<file path="src/rtl/decoder_scan_sequencer.sv">
// decoder_scan_sequencer: steps a 2-to-4 decoder select through unmasked channels with a fixed dwell
module decoder_scan_sequencer #(
    parameter int DWELL = 100,
    parameter int CNT_W = 16
) (
    input  logic       clk,
    input  logic       rst,
    input  logic       start,
    input  logic       stop,
    input  logic       one_shot,
    input  logic [3:0] skip_mask,
    output logic [1:0] Din,
    output logic       En,
    output logic       busy,
    output logic       sweep_done
);
    typedef enum logic {IDLE, RUN} state_t;
    state_t           r_state, w_state_nxt;
    logic [CNT_W-1:0] r_cnt, w_cnt_nxt;
    logic [3:0]       r_mask, w_mask_nxt;
    logic             r_one_shot, w_one_shot_nxt;
    logic [1:0]       r_din, w_din_nxt;
    logic             r_en, r_busy, r_done, w_done_nxt;
    logic [1:0]       w_first, w_wrap, w_up;
    logic             w_above, w_start_ok, w_expire, w_finish;
    assign Din        = r_din;
    assign En         = r_en;
    assign busy       = r_busy;
    assign sweep_done = r_done;
    assign w_start_ok = start && !stop && (skip_mask != 4'b1111);
    assign w_expire   = (r_cnt == CNT_W'(DWELL - 1));
    assign w_finish   = w_expire && r_one_shot && !w_above;
    // channel search: lowest unmasked in the incoming mask, lowest and next-above in the captured mask
    always_comb begin
        w_first = 2'd0;
        w_wrap  = 2'd0;
        w_up    = 2'd0;
        w_above = 1'b0;
        for (int i = 3; i >= 0; i--) begin
            if (!skip_mask[i]) w_first = 2'(i);
            if (!r_mask[i]) w_wrap = 2'(i);
            if (!r_mask[i] && (2'(i) > r_din)) begin
                w_up    = 2'(i);
                w_above = 1'b1;
            end
        end
    end
    // state and datapath registers
    always_ff @(posedge clk) begin
        if (rst) begin
            r_state    <= IDLE;
            r_cnt      <= '0;
            r_mask     <= 4'b0000;
            r_one_shot <= 1'b0;
            r_din      <= 2'b00;
            r_en       <= 1'b0;
            r_busy     <= 1'b0;
            r_done     <= 1'b0;
        end else begin
            r_state    <= w_state_nxt;
            r_cnt      <= w_cnt_nxt;
            r_mask     <= w_mask_nxt;
            r_one_shot <= w_one_shot_nxt;
            r_din      <= w_din_nxt;
            r_en       <= (w_state_nxt == RUN);
            r_busy     <= (w_state_nxt == RUN);
            r_done     <= w_done_nxt;
        end
    end
    // next state: stop beats both start and dwell expiry
    always_comb begin
        w_state_nxt = r_state;
        if (r_state == IDLE) w_state_nxt = w_start_ok ? RUN : IDLE;
        else w_state_nxt = (stop || w_finish) ? IDLE : RUN;
    end
    // next outputs and captured configuration
    always_comb begin
        w_cnt_nxt      = r_cnt;
        w_mask_nxt     = r_mask;
        w_one_shot_nxt = r_one_shot;
        w_din_nxt      = r_din;
        w_done_nxt     = 1'b0;
        if (r_state == IDLE) begin
            if (w_start_ok) begin
                w_cnt_nxt      = '0;
                w_mask_nxt     = skip_mask;
                w_one_shot_nxt = one_shot;
                w_din_nxt      = w_first;
            end
        end else if (stop) begin
            w_cnt_nxt = '0;
        end else if (w_expire) begin
            w_cnt_nxt  = '0;
            w_done_nxt = w_finish;
            w_din_nxt  = w_finish ? r_din : (w_above ? w_up : w_wrap);
        end else begin
            w_cnt_nxt = r_cnt + 1'b1;
        end
    end
endmodule

</file>
<file path="config.mk">
export PLATFORM = sky130hd
export DESIGN_NAME = decoder_scan_sequencer
export DESIGN_NICKNAME = d
export VERILOG_FILES = /design/src/rtl/decoder_scan_sequencer.sv
export SDC_FILE = /design/constraint.sdc
export NUM_CORES = 1
export LEC_CHECK = 0
export CAP_MARGIN = 20
export CORE_AREA = 3 3 68 70
export CTS_CLUSTER_DIAMETER = 40
export DETAILED_ROUTE_END_ITERATION = 7
export DIE_AREA = 0 0 71 73
export PLACE_DENSITY = 0.52
export REMOVE_ABC_BUFFERS = 1
export SYNTH_ARGS = -nofsm -noshare
export SYNTH_HDL_FRONTEND = slang
export SYNTH_SLANG_ARGS = --single-unit
export TNS_END_PERCENT = 10
</file>
<file path="constraint.sdc">
create_clock -name clk -period 2.14 [get_ports clk]
set_clock_uncertainty 0.05 [all_clocks]
set_input_delay 0.642 -clock clk [delete_from_list [all_inputs] [get_ports clk]]
set_output_delay 0.642 -clock clk [all_outputs]
set_load 0.05 [all_outputs]
</file>
# --- Yosys cells after proc, flatten, opt, wreduce, memory -nomap -nowiden ---
# Cells that the tools add are included.
op_classes:
  n_bitwise: 2
  magnitude_cmp: 4
  n_mux: 29
  add_sub_neg: 1
  reduce_logical: 19
  n_eq_ne: 5
op_table:
  columns: ["operator", "n"]
  rows:
  - ["two-way mux 16 bit", 4]
  - ["two-way mux 2 bit", 18]
  - ["adder 16 x 1 -> 16 bit, second input constant", 1]
  - ["== test 16 x 7 -> 1 bit, second input constant", 1]
  - ["logical AND 1 bit", 8]
  - ["two-way mux 1 bit", 7]
  - ["logical NOT 1 bit", 6]
  - ["> comparator 1 x 2 -> 1 bit, first input constant", 2]
  - ["> comparator 2 bit, first input constant", 2]
  - ["!= test 2 bit, second input constant", 2]
  - ["!= test 4 bit, second input constant", 1]
  - ["AND reduction 4 bit", 1]
  - ["OR reduction 4 bit", 1]
  - ["!= test 2 x 1 -> 1 bit, second input constant", 1]
  - ["inverter 1 bit", 2]
  - ["AND reduction 2 bit", 1]
  - ["nonzero test 2 bit", 1]
  - ["logical OR 1 bit", 1]
word_totals:
  output_inout_bits: 5
  wordCells: 66
  reg_bits: 25
  inputBits: 9

# --- Logic depth before layout (Yosys ltp) ---
# Gate-level depths: netlist (run 1).
logic_depth:
  depth_word: 12
  ltp_mapped: 6
  mapped_depth_nobuf: 5

# --- Worst setup path before layout (run 1) ---
# No wires, ideal clock.
synth_path:
  path_type: "register to register"
  from: "register, netlist name busy"
  to: "register r_din[0] (netlist: Din[0])"
  path_buffers: 2
  period_less_slack_ps: 1931
  setup_time_ps: 101
  required_ps: 1989
  stages_incl_launch_ff: 6
  arrival_ps: 1780
  setup_slack_ps: 209
  cell_sequence: "dfxtp_1 clkbuf_2 nor2b_1 clkbuf_1 a31oi_1 o41ai_1"
synth_lines:
  columns: ["item", "line_no", "source"]
  rows:
  - ["end signal: assignment", "64", "r_din <= w_din_nxt;"]
  - ["end: declaration", "22", "logic [1:0] r_din, w_din_nxt;"]

# --- Worst setup path in the final report (run 1) ---
layout_path:
  from: "input port stop"
  to: "register r_cnt[15]"
layout_via:
  elab_chain_cells: 4
  elab_cells_between_ends: 6
  cone_classes: "mux (2); reduce/logical (4)"
layout_lines:
  columns: ["item", "line_no", "source"]
  rows:
  - ["start: declaration", "9", "input logic stop,"]
  - ["logical NOT 1 bit", "30", "assign w_start_ok = start && !stop && (skip_mask != 4'b1111);"]
  - ["logical AND 1 bit (2 in series)", "30", null]
  - ["nonzero test 2 bit (no source line)", null, null]
  - ["end signal: assignment", "61", "r_cnt <= w_cnt_nxt;"]
  - ["end: declaration", "19", "logic [CNT_W-1:0] r_cnt, w_cnt_nxt;"]
# Parallel ways exist; a longest one is shown, timed or not.
# A chain may end at the register's enable or synchronous reset.

==> results.rst, run 1 <==
.. list-table::
   :header-rows: 1

   * - Metric
     - Value
   * - Run status
     - finished, final reports clean
   * - Initial core utilization
     - 35.62%
   * - Remaining antenna violation count after routing
     - 0
   * - Post-synthesis share of cell area spent on and, or, nand and nor gates
     - 30.95%
   * - Quantity of I/O buffers inserted on ports
     - 13
   * - Area of all placed cells without fillers
     - 1841 um^2
   * - Crit path max fanout
     - 3
   * - Area growth from synthesis to final layout
     - 28.25%
   * - Combinational family with the most area after synthesis
     - simple AND/OR/NAND/NOR gates
   * - Global-route usage over all layers
     - 16.08%
   * - Number of core rows
     - 23
   * - Sort of element at the start of the critical path
     - primary input
   * - Capturing element type of the critical path
     - flip-flop
   * - TritonCTS clock tree
     - built
   * - Largest net degree at the start of global routing
     - 14
   * - Post-detailed-route DRC marker count
     - 0
   * - Arrival time of data at the critical path endpoint
     - 2.18 ns
   * - Post-synthesis instance total
     - 171
   * - Post-synth top area share
     - 34.87%
   * - Buffer cell driving the clock tree root
     - sky130_fd_sc_hd__clkbuf_8
   * - Flip-flop and latch count after synthesis
     - 25
   * - Met2 usage in global routing
     - 29.04%
   * - Iteration-0 DRC count of the detailed router
     - 48
   * - Placeable core region
     - 4029 um^2
   * - Skew-Pair Late Insertion Delay
     - 0.27 ns
   * - Count of flip-flops with a built-in enable after synthesis
     - 0
   * - Residual overflow from global routing
     - 0
   * - Vias per cell
     - 5.777
   * - Number of clock sinks
     - 25
   * - Number of global-route vias before repair
     - 1,438
   * - Final worst hold slack
     - 0.4242 ns
   * - Most frequent cell after synthesis
     - sky130_fd_sc_hd__dfxtp_1
   * - Critical path class
     - in2reg
   * - Post-layout min period
     - 2.049 ns
   * - Die Area
     - 5183 um^2
   * - Number of detailed-route iterations in the first pass
     - 5
   * - Hold bufs inserted after CTS
     - 0
   * - Main flop type after synthesis
     - sky130_fd_sc_hd__dfxtp_1
   * - Number of cells in the finished layout apart from fillers
     - 251
   * - Worst ir drop on vdd
     - 0.3130 mV
   * - Diode count
     - 0
   * - Postcts setup bufs
     - 0
   * - Final weighted congestion in routability-driven placement
     - 0.8511
   * - Cells along the critical path
     - clkdlybuf4s50_1 > and2b_2 > a21oi_1 > or4_1 > a211oi_1
   * - Number of gates given a new drive strength after cts
     - 0
   * - Biggest area consumer among synthesized cells
     - sky130_fd_sc_hd__dfxtp_1
   * - Pwr per Cell Area
     - 485.9 nW/um^2
   * - Post-synthesis share of cell area spent on xor and xnor gates
     - 0%
   * - Leading post-synthesis cells by instance count
     - 25 x sky130_fd_sc_hd__dfxtp_1, 19 x sky130_fd_sc_hd__nand2_1, 13 x sky130_fd_sc_hd__a21oi_1
   * - Met3 Use GR
     - 3.030%
   * - Buffer levels on the longest clock path
     - 2
   * - Setup TNS after final layout
     - 0 ns
   * - Vertical die dimension
     - 73 um
   * - Syn. warnings
     - 0
   * - Max H-tree Level
     - 1
   * - CTS Buf Count
     - 3
   * - Sequential cell area fraction in the yosys report
     - 34.87%
   * - Part of the cycle the worst path needs
     - 95.74%
   * - Data required time of the worst path
     - 2.27 ns
   * - Antenna violations before repair
     - 0
   * - Final count of pins violating max slew
     - 0
   * - Share of post-route cells with drive strength above 1
     - 25.37%
   * - Via count of the routed design
     - 1,450
   * - Total I/O pin count
     - 14
   * - Min-Delay Path Class
     - reg2reg
   * - Per-instance average area after synthesis
     - 8.393 um^2
   * - GR met1 Demand/Resource
     - 19.50%
   * - Number of nets in the finished design
     - 212
   * - Slew Limit Headroom
     - 72.35%
   * - Max stage delay cell, worst path
     - sky130_fd_sc_hd__or4_1
   * - Post-synth ARST share
     - 0%
   * - Arithmetic-cell share of the synthesized area counting full adders, half adders and majority gates
     - 0.8718%
   * - Unrepaired setup endpoints after global routing
     - yes
   * - HPWL after detailed placement
     - 3034 um
   * - Clock transition at the registers of the reported paths
     - 0.09 ns
   * - Syn Std Cell Area
     - 1435 um^2
   * - Fill cell total of the finished layout
     - 407
   * - CP max stage delay
     - 0.52 ns
   * - Most Used Layer, Global Route
     - met2
   * - Cell variety after synth
     - 55
   * - Multiplexer share of the synthesized area
     - 0.6975%
   * - Total placed instance area
     - 1780 um^2
   * - Synth Area in Compound Gates
     - 27.11%
   * - Aggregate routed wire length
     - 3957 um
   * - Worst-Margin Slew
     - 0.4110 ns
   * - Most area-consuming cells after synthesis
     - sky130_fd_sc_hd__dfxtp_1 35%, sky130_fd_sc_hd__nand2_1 5.0%, sky130_fd_sc_hd__a21oi_1 4.5%
   * - Number of setup violations in the final report
     - 0
   * - Max Freq
     - 488.1 MHz
   * - Die Span X
     - 71 um
   * - Static Leakage
     - 0.6106 nW
   * - Max-cap violations
     - 0
   * - First-pass GRT wire length
     - 6713 um
   * - Routed len/inst
     - 15.76 um
   * - Final hold viol count
     - 0
   * - Post-placement cell count
     - 247
## sequential cells by signal (all words and copies together) (netlist names)
register,cells
sweep_done,1
Din,2
r_mask,4
busy,1
r_cnt,16
r_one_shot,1
## report_power, final
part	internal, mW	switching (mW)	total, mW	leakage, nW
clock	0.133	0.148	0.282	0.0228
sequential	0.472	0.0108	0.483	0.205
combinational	0.0621	0.0675	0.130	0.383
total	0.668	0.227	0.894	0.611
## stage by stage
stage	total power, mW	worst slack [ns]	utilization [%]
2_1_floorplan	0.5451	-0.4082	-
3_3_place_gp	0.6202	-0.1188	44.19
3_5_place_dp	0.6237	-0.1868	44.19
4_1_cts	0.9033	0.04932	45.31
5_1_grt	0.9376	-0.001614	45.68
6_report	0.8944	0.09111	45.68
## worst max-delay path: cells and delay by family
family                 cells  cell delay (ns)
buffers and inverters      1             0.43
AND/OR/NAND/NOR            2             0.75
AO/OA/AOI/OAI              2             0.36
## cell usage in the layout (no fill, tap or decap), types with 4 or more instances in the layout
cell type / Yosys / routed
sky130_fd_sc_hd__inv_1: 5 / 5
sky130_fd_sc_hd__o21ai_0: 4 / 4
sky130_fd_sc_hd__nor3_1: 4 / 4
sky130_fd_sc_hd__nor4_1: 4 / 4
sky130_fd_sc_hd__dfxtp_1: 25 / 20
sky130_fd_sc_hd__nand4_1: 4 / 4
sky130_fd_sc_hd__buf_4: 3 / 27
sky130_fd_sc_hd__a311oi_1: 6 / 6
sky130_fd_sc_hd__a21oi_1: 13 / 13
sky130_fd_sc_hd__nand2_1: 19 / 19
sky130_fd_sc_hd__dfxtp_2: 0 / 5
sky130_fd_sc_hd__a31oi_1: 8 / 8
sky130_fd_sc_hd__a211oi_1: 4 / 4
sky130_fd_sc_hd__nand3_1: 5 / 5
sky130_fd_sc_hd__clkdlybuf4s50_1: 0 / 8
## metal layers
layer | wire [um] | share of wire (%) | vias up
met5 | 0 | 0 | -
met4 | 51 | 1.3 | 0
met3 | 117 | 3.0 | 7
met2 | 2026 | 51 | 26
met1 | 1762 | 45 | 685
li1 | - | - | 732
## path summary, 6_finish.rpt
path         startpoint    endpoint  slack (ns)  depth (start not counted)
max reg2reg    r_cnt[3]   r_cnt[15]        0.10                          4
min reg2reg  r_one_shot  r_one_shot        0.42                          2
max                stop   r_cnt[15]        0.09                          5
min          r_one_shot  r_one_shot        0.42                          2
## area by class of cell
type                            count  area (um^2)  share of cell area, %
Clock buffer                        4        45.04                  2.447
Inverter                            5        18.77                  1.020
Multi-Input combinational cell    129        864.6                  46.97
Sequential cell                    25        506.7                  27.53
Tap cell                           50        62.56                  3.399
Timing Repair Buffer               38        342.8                  18.63
## logic make-up after synthesis
| group | after synthesis |
|---|---|
| AO/OA/AOI/OAI | 55 |
| adder cells (fa/ha/maj) | 1 |
| buffers and inverters | 17 |
| flip-flops | 25 |
| multiplexers | 1 |
| AND/OR/NAND/NOR | 72 |
Power figures use the tool's default switching activity.
==> inputs of run 2 (changes only) <==
Clock period 2.14 ns to 1.9 ns, I/O delays scaled along.
==> results.rst, run 2 (synthesis gave the netlist of run 1 again) <==
.. list-table::
   :header-rows: 1

   * - Metric
     - Value
   * - Critical path depth
     - 7 (+2)
   * - Initial core utilization
     - 35.62% (unchanged)
   * - Global-route usage over all layers
     - 16.98% (+0.90 points)
   * - Die Span X
     - 71 um (unchanged)
   * - Buffer levels on the longest clock path
     - 2 (unchanged)
   * - Sort of element at the start of the critical path
     - flip-flop
   * - Fill cell total of the finished layout
     - 391 (-3.9%)
   * - Data required time of the worst path
     - 2.03 ns (-0.24 ns)
   * - Clock transition at the registers of the reported paths
     - 0.10 ns (about the same)
   * - Total I/O pin count
     - 14 (unchanged)
   * - TritonCTS clock tree
     - built
   * - Post-layout min period
     - 1.871 ns
   * - Final count of pins violating max slew
     - 0 (unchanged)
   * - Placeable core region
     - 4029 um^2 (unchanged)
   * - Area growth from synthesis to final layout
     - 46.56%
   * - Hold bufs inserted after CTS
     - 0 (unchanged)
   * - Aggregate routed wire length
     - 4166 um (+5.3%)
   * - Skew-Pair Late Insertion Delay
     - 0.28 ns (about the same)
   * - Number of core rows
     - 23 (unchanged)
   * - Via count of the routed design
     - 1,521 (+4.9%)
   * - Crit path max fanout
     - 5 (+2)
   * - Critical path destination
     - r_cnt[10]
   * - Leading cell types in the layout, fill and taps excluded
     - 43 x sky130_fd_sc_hd__buf_4, 19 x sky130_fd_sc_hd__nand2_1, 15 x sky130_fd_sc_hd__dfxtp_1
   * - Max stage delay cell, worst path
     - sky130_fd_sc_hd__dfxtp_2
   * - Cells along the critical path
     - ha_4 > nor4b_2 > and4_1 > buf_6 > buf_4 > or3_1 > a311oi_1
   * - Critical path class
     - reg2reg
   * - Beginning of the worst register-to-register path
     - r_cnt[1]
   * - Quantity of I/O buffers inserted on ports
     - 13 (unchanged)
   * - Vertical die dimension
     - 73 um (unchanged)
   * - Final weighted congestion in routability-driven placement
     - 0.8646 (+1.6%)
   * - Die Area
     - 5183 um^2 (unchanged)
   * - Slew Limit Headroom
     - 66.19% (-6.2 points)
   * - Vias per cell
     - 5.654 (-2.1%)
   * - Number of clock sinks
     - 25 (unchanged)
   * - Residual overflow from global routing
     - 0 (unchanged)
   * - Final core utilization
     - 52.21% (+6.5 points)
   * - Static Leakage
     - 0.7363 nW (+21%)
   * - CP startpoint
     - r_cnt[1]
   * - Cell depth of the worst min-delay path
     - 2 (unchanged)
   * - Pwr per Cell Area
     - 496.5 nW/um^2 (+2.2%)
   * - Max FFs per register
     - 16 (unchanged)
   * - Multi-input combinational cell area
     - 965.9 um^2 (+12%)
   * - Number of setup violations in the final report
     - 0 (unchanged)
   * - Max H-tree Level
     - 1 (unchanged)
   * - Largest register by flop count
     - r_cnt
   * - Largest net degree at the start of global routing
     - 16 (+2)
   * - Iteration-0 DRC count of the detailed router
     - 52 (+8.3%)
   * - Buffer cell driving the clock tree root
     - sky130_fd_sc_hd__clkbuf_8
   * - Cell count of the worst reg-to-reg path
     - 7 (+3)
   * - Routed len/inst
     - 15.49 um (-1.8%)
   * - Source of the worst hold timing path
     - r_one_shot
   * - Max-cap violations
     - 0 (unchanged)
   * - Worst ir drop on vdd
     - 0.2632 mV (-16%)
   * - CP Buf/Inv Count
     - 2 (+1)
   * - Post-detailed-route DRC marker count
     - 0 (unchanged)
   * - Min-Delay Path Class
     - reg2reg
   * - Diode count
     - 0 (unchanged)
   * - Worst-case register-to-register setup slack
     - 0.03 ns (-0.07 ns)
   * - Max Freq
     - 534.5 MHz
   * - Most common cell after layout, fill and taps aside
     - sky130_fd_sc_hd__buf_4
   * - Number of nets in the finished design
     - 230 (+8.5%)
   * - Unrepaired setup endpoints after global routing
     - yes
   * - Crit path max-delay family
     - simple AND/OR/NAND/NOR gates
   * - Final hold viol count
     - 0 (unchanged)
   * - Run status
     - finished, final reports clean
   * - Final worst slack
     - 0.02895 ns (-0.06216 ns)
   * - Share of post-route cells with drive strength above 1
     - 41.10% (+16 points)
   * - Remaining antenna violation count after routing
     - 0 (unchanged)
   * - Worst-Margin Slew
     - 0.5071 ns (+0.09618 ns)
   * - Arrival time of data at the critical path endpoint
     - 2.00 ns (-0.18 ns)
   * - Part of the cycle the worst path needs
     - 98.48%
   * - Number of detailed-route iterations in the first pass
     - 4 (-1)
   * - First-pass GRT wire length
     - 7079 um (+5.5%)
   * - Number of global-route vias before repair
     - 1,528 (+6.3%)
   * - FF/Latch Area
     - 513.0 um^2 (+1.2%)
   * - Reg-to-reg critical path endpoint
     - r_cnt[10]
   * - Antenna violations before repair
     - 0 (unchanged)
   * - Worst slack at placement
     - -0.4600 ns (-0.2733 ns)
   * - CTS Buf Count
     - 3 (unchanged)
   * - HPWL after detailed placement
     - 3140 um (+3.5%)
   * - Capturing element type of the critical path
     - flip-flop
   * - CP max stage delay
     - 0.35 ns (-0.17 ns)
run 2: worst register-to-register path, delay by kind of cell, from the launching register on:
family | cells | cell delay, ns
AO/OA/AOI/OAI | 1 | 0.22
adder cells (fa/ha/maj) | 1 | 0.17
buffers and inverters | 2 | 0.26
flip-flops | 1 | 0.35
AND/OR/NAND/NOR | 3 | 0.71
run 2: metrics by stage:
stage	TNS (ns)	total power [mW]	hold slack [ns]	instance area, um^2	cells
global route	-0.09938	1.089	0.4655	2103	269
finish	0	1.044	0.4215	2103	269
CTS	-0.07998	1.044	0.4235	2004	266
floorplan	-7.828	0.6140	0.3803	1375	159
global placement	-4.714	0.7148	0.4127	1906	262
detailed placement	-5.102	0.7172	0.4094	1906	262
run 2: how the worst min path moves through the flow:
stage,to,slack (ns)
final,r_one_shot,0.42
after global routing,r_mask[0],0.47
after CTS,r_one_shot,0.42
after detailed placement,r_one_shot,0.41
after global placement,r_one_shot,0.41
after floorplan,r_one_shot,0.38
run 2: final cells by class:
| class | count | share of cell area [%] |
|---|---|---|
| clock buffer | 3 | 1.963 |
| clock inverter | 1 | 0.2380 |
| multi-input combinational | 129 | 45.92 |
| tap | 50 | 2.974 |
| timing repair buffer | 56 | 23.62 |
| inverter | 5 | 0.8923 |
| sequential | 25 | 24.39 |
run 2: what timing repair did:
action,CTS,global route
buffers inserted,1,3
gates resized for setup,13,20
pin swaps,5,4
setup endpoints to repair,12,18
run 2: where the power goes:
group | leakage, nW | total (mW) | internal [mW] | switching [mW]
Sequential | 0.207 | 0.545 | 0.533 | 0.0126
Clock | 0.0255 | 0.334 | 0.147 | 0.187
Combinational | 0.504 | 0.165 | 0.0838 | 0.0814
run 2: routing by layer:
metal  part of all wire [%]  vias to the layer above  GRT usage (%)  wire, um
li1                       -                      771              -         -
met4                    2.0                        0          6.472        84
met1                     44                      722          20.27      1849
met2                     52                       21          30.90      2147
met5                      0                        -              0         0
met3                    2.0                        7          2.204        85
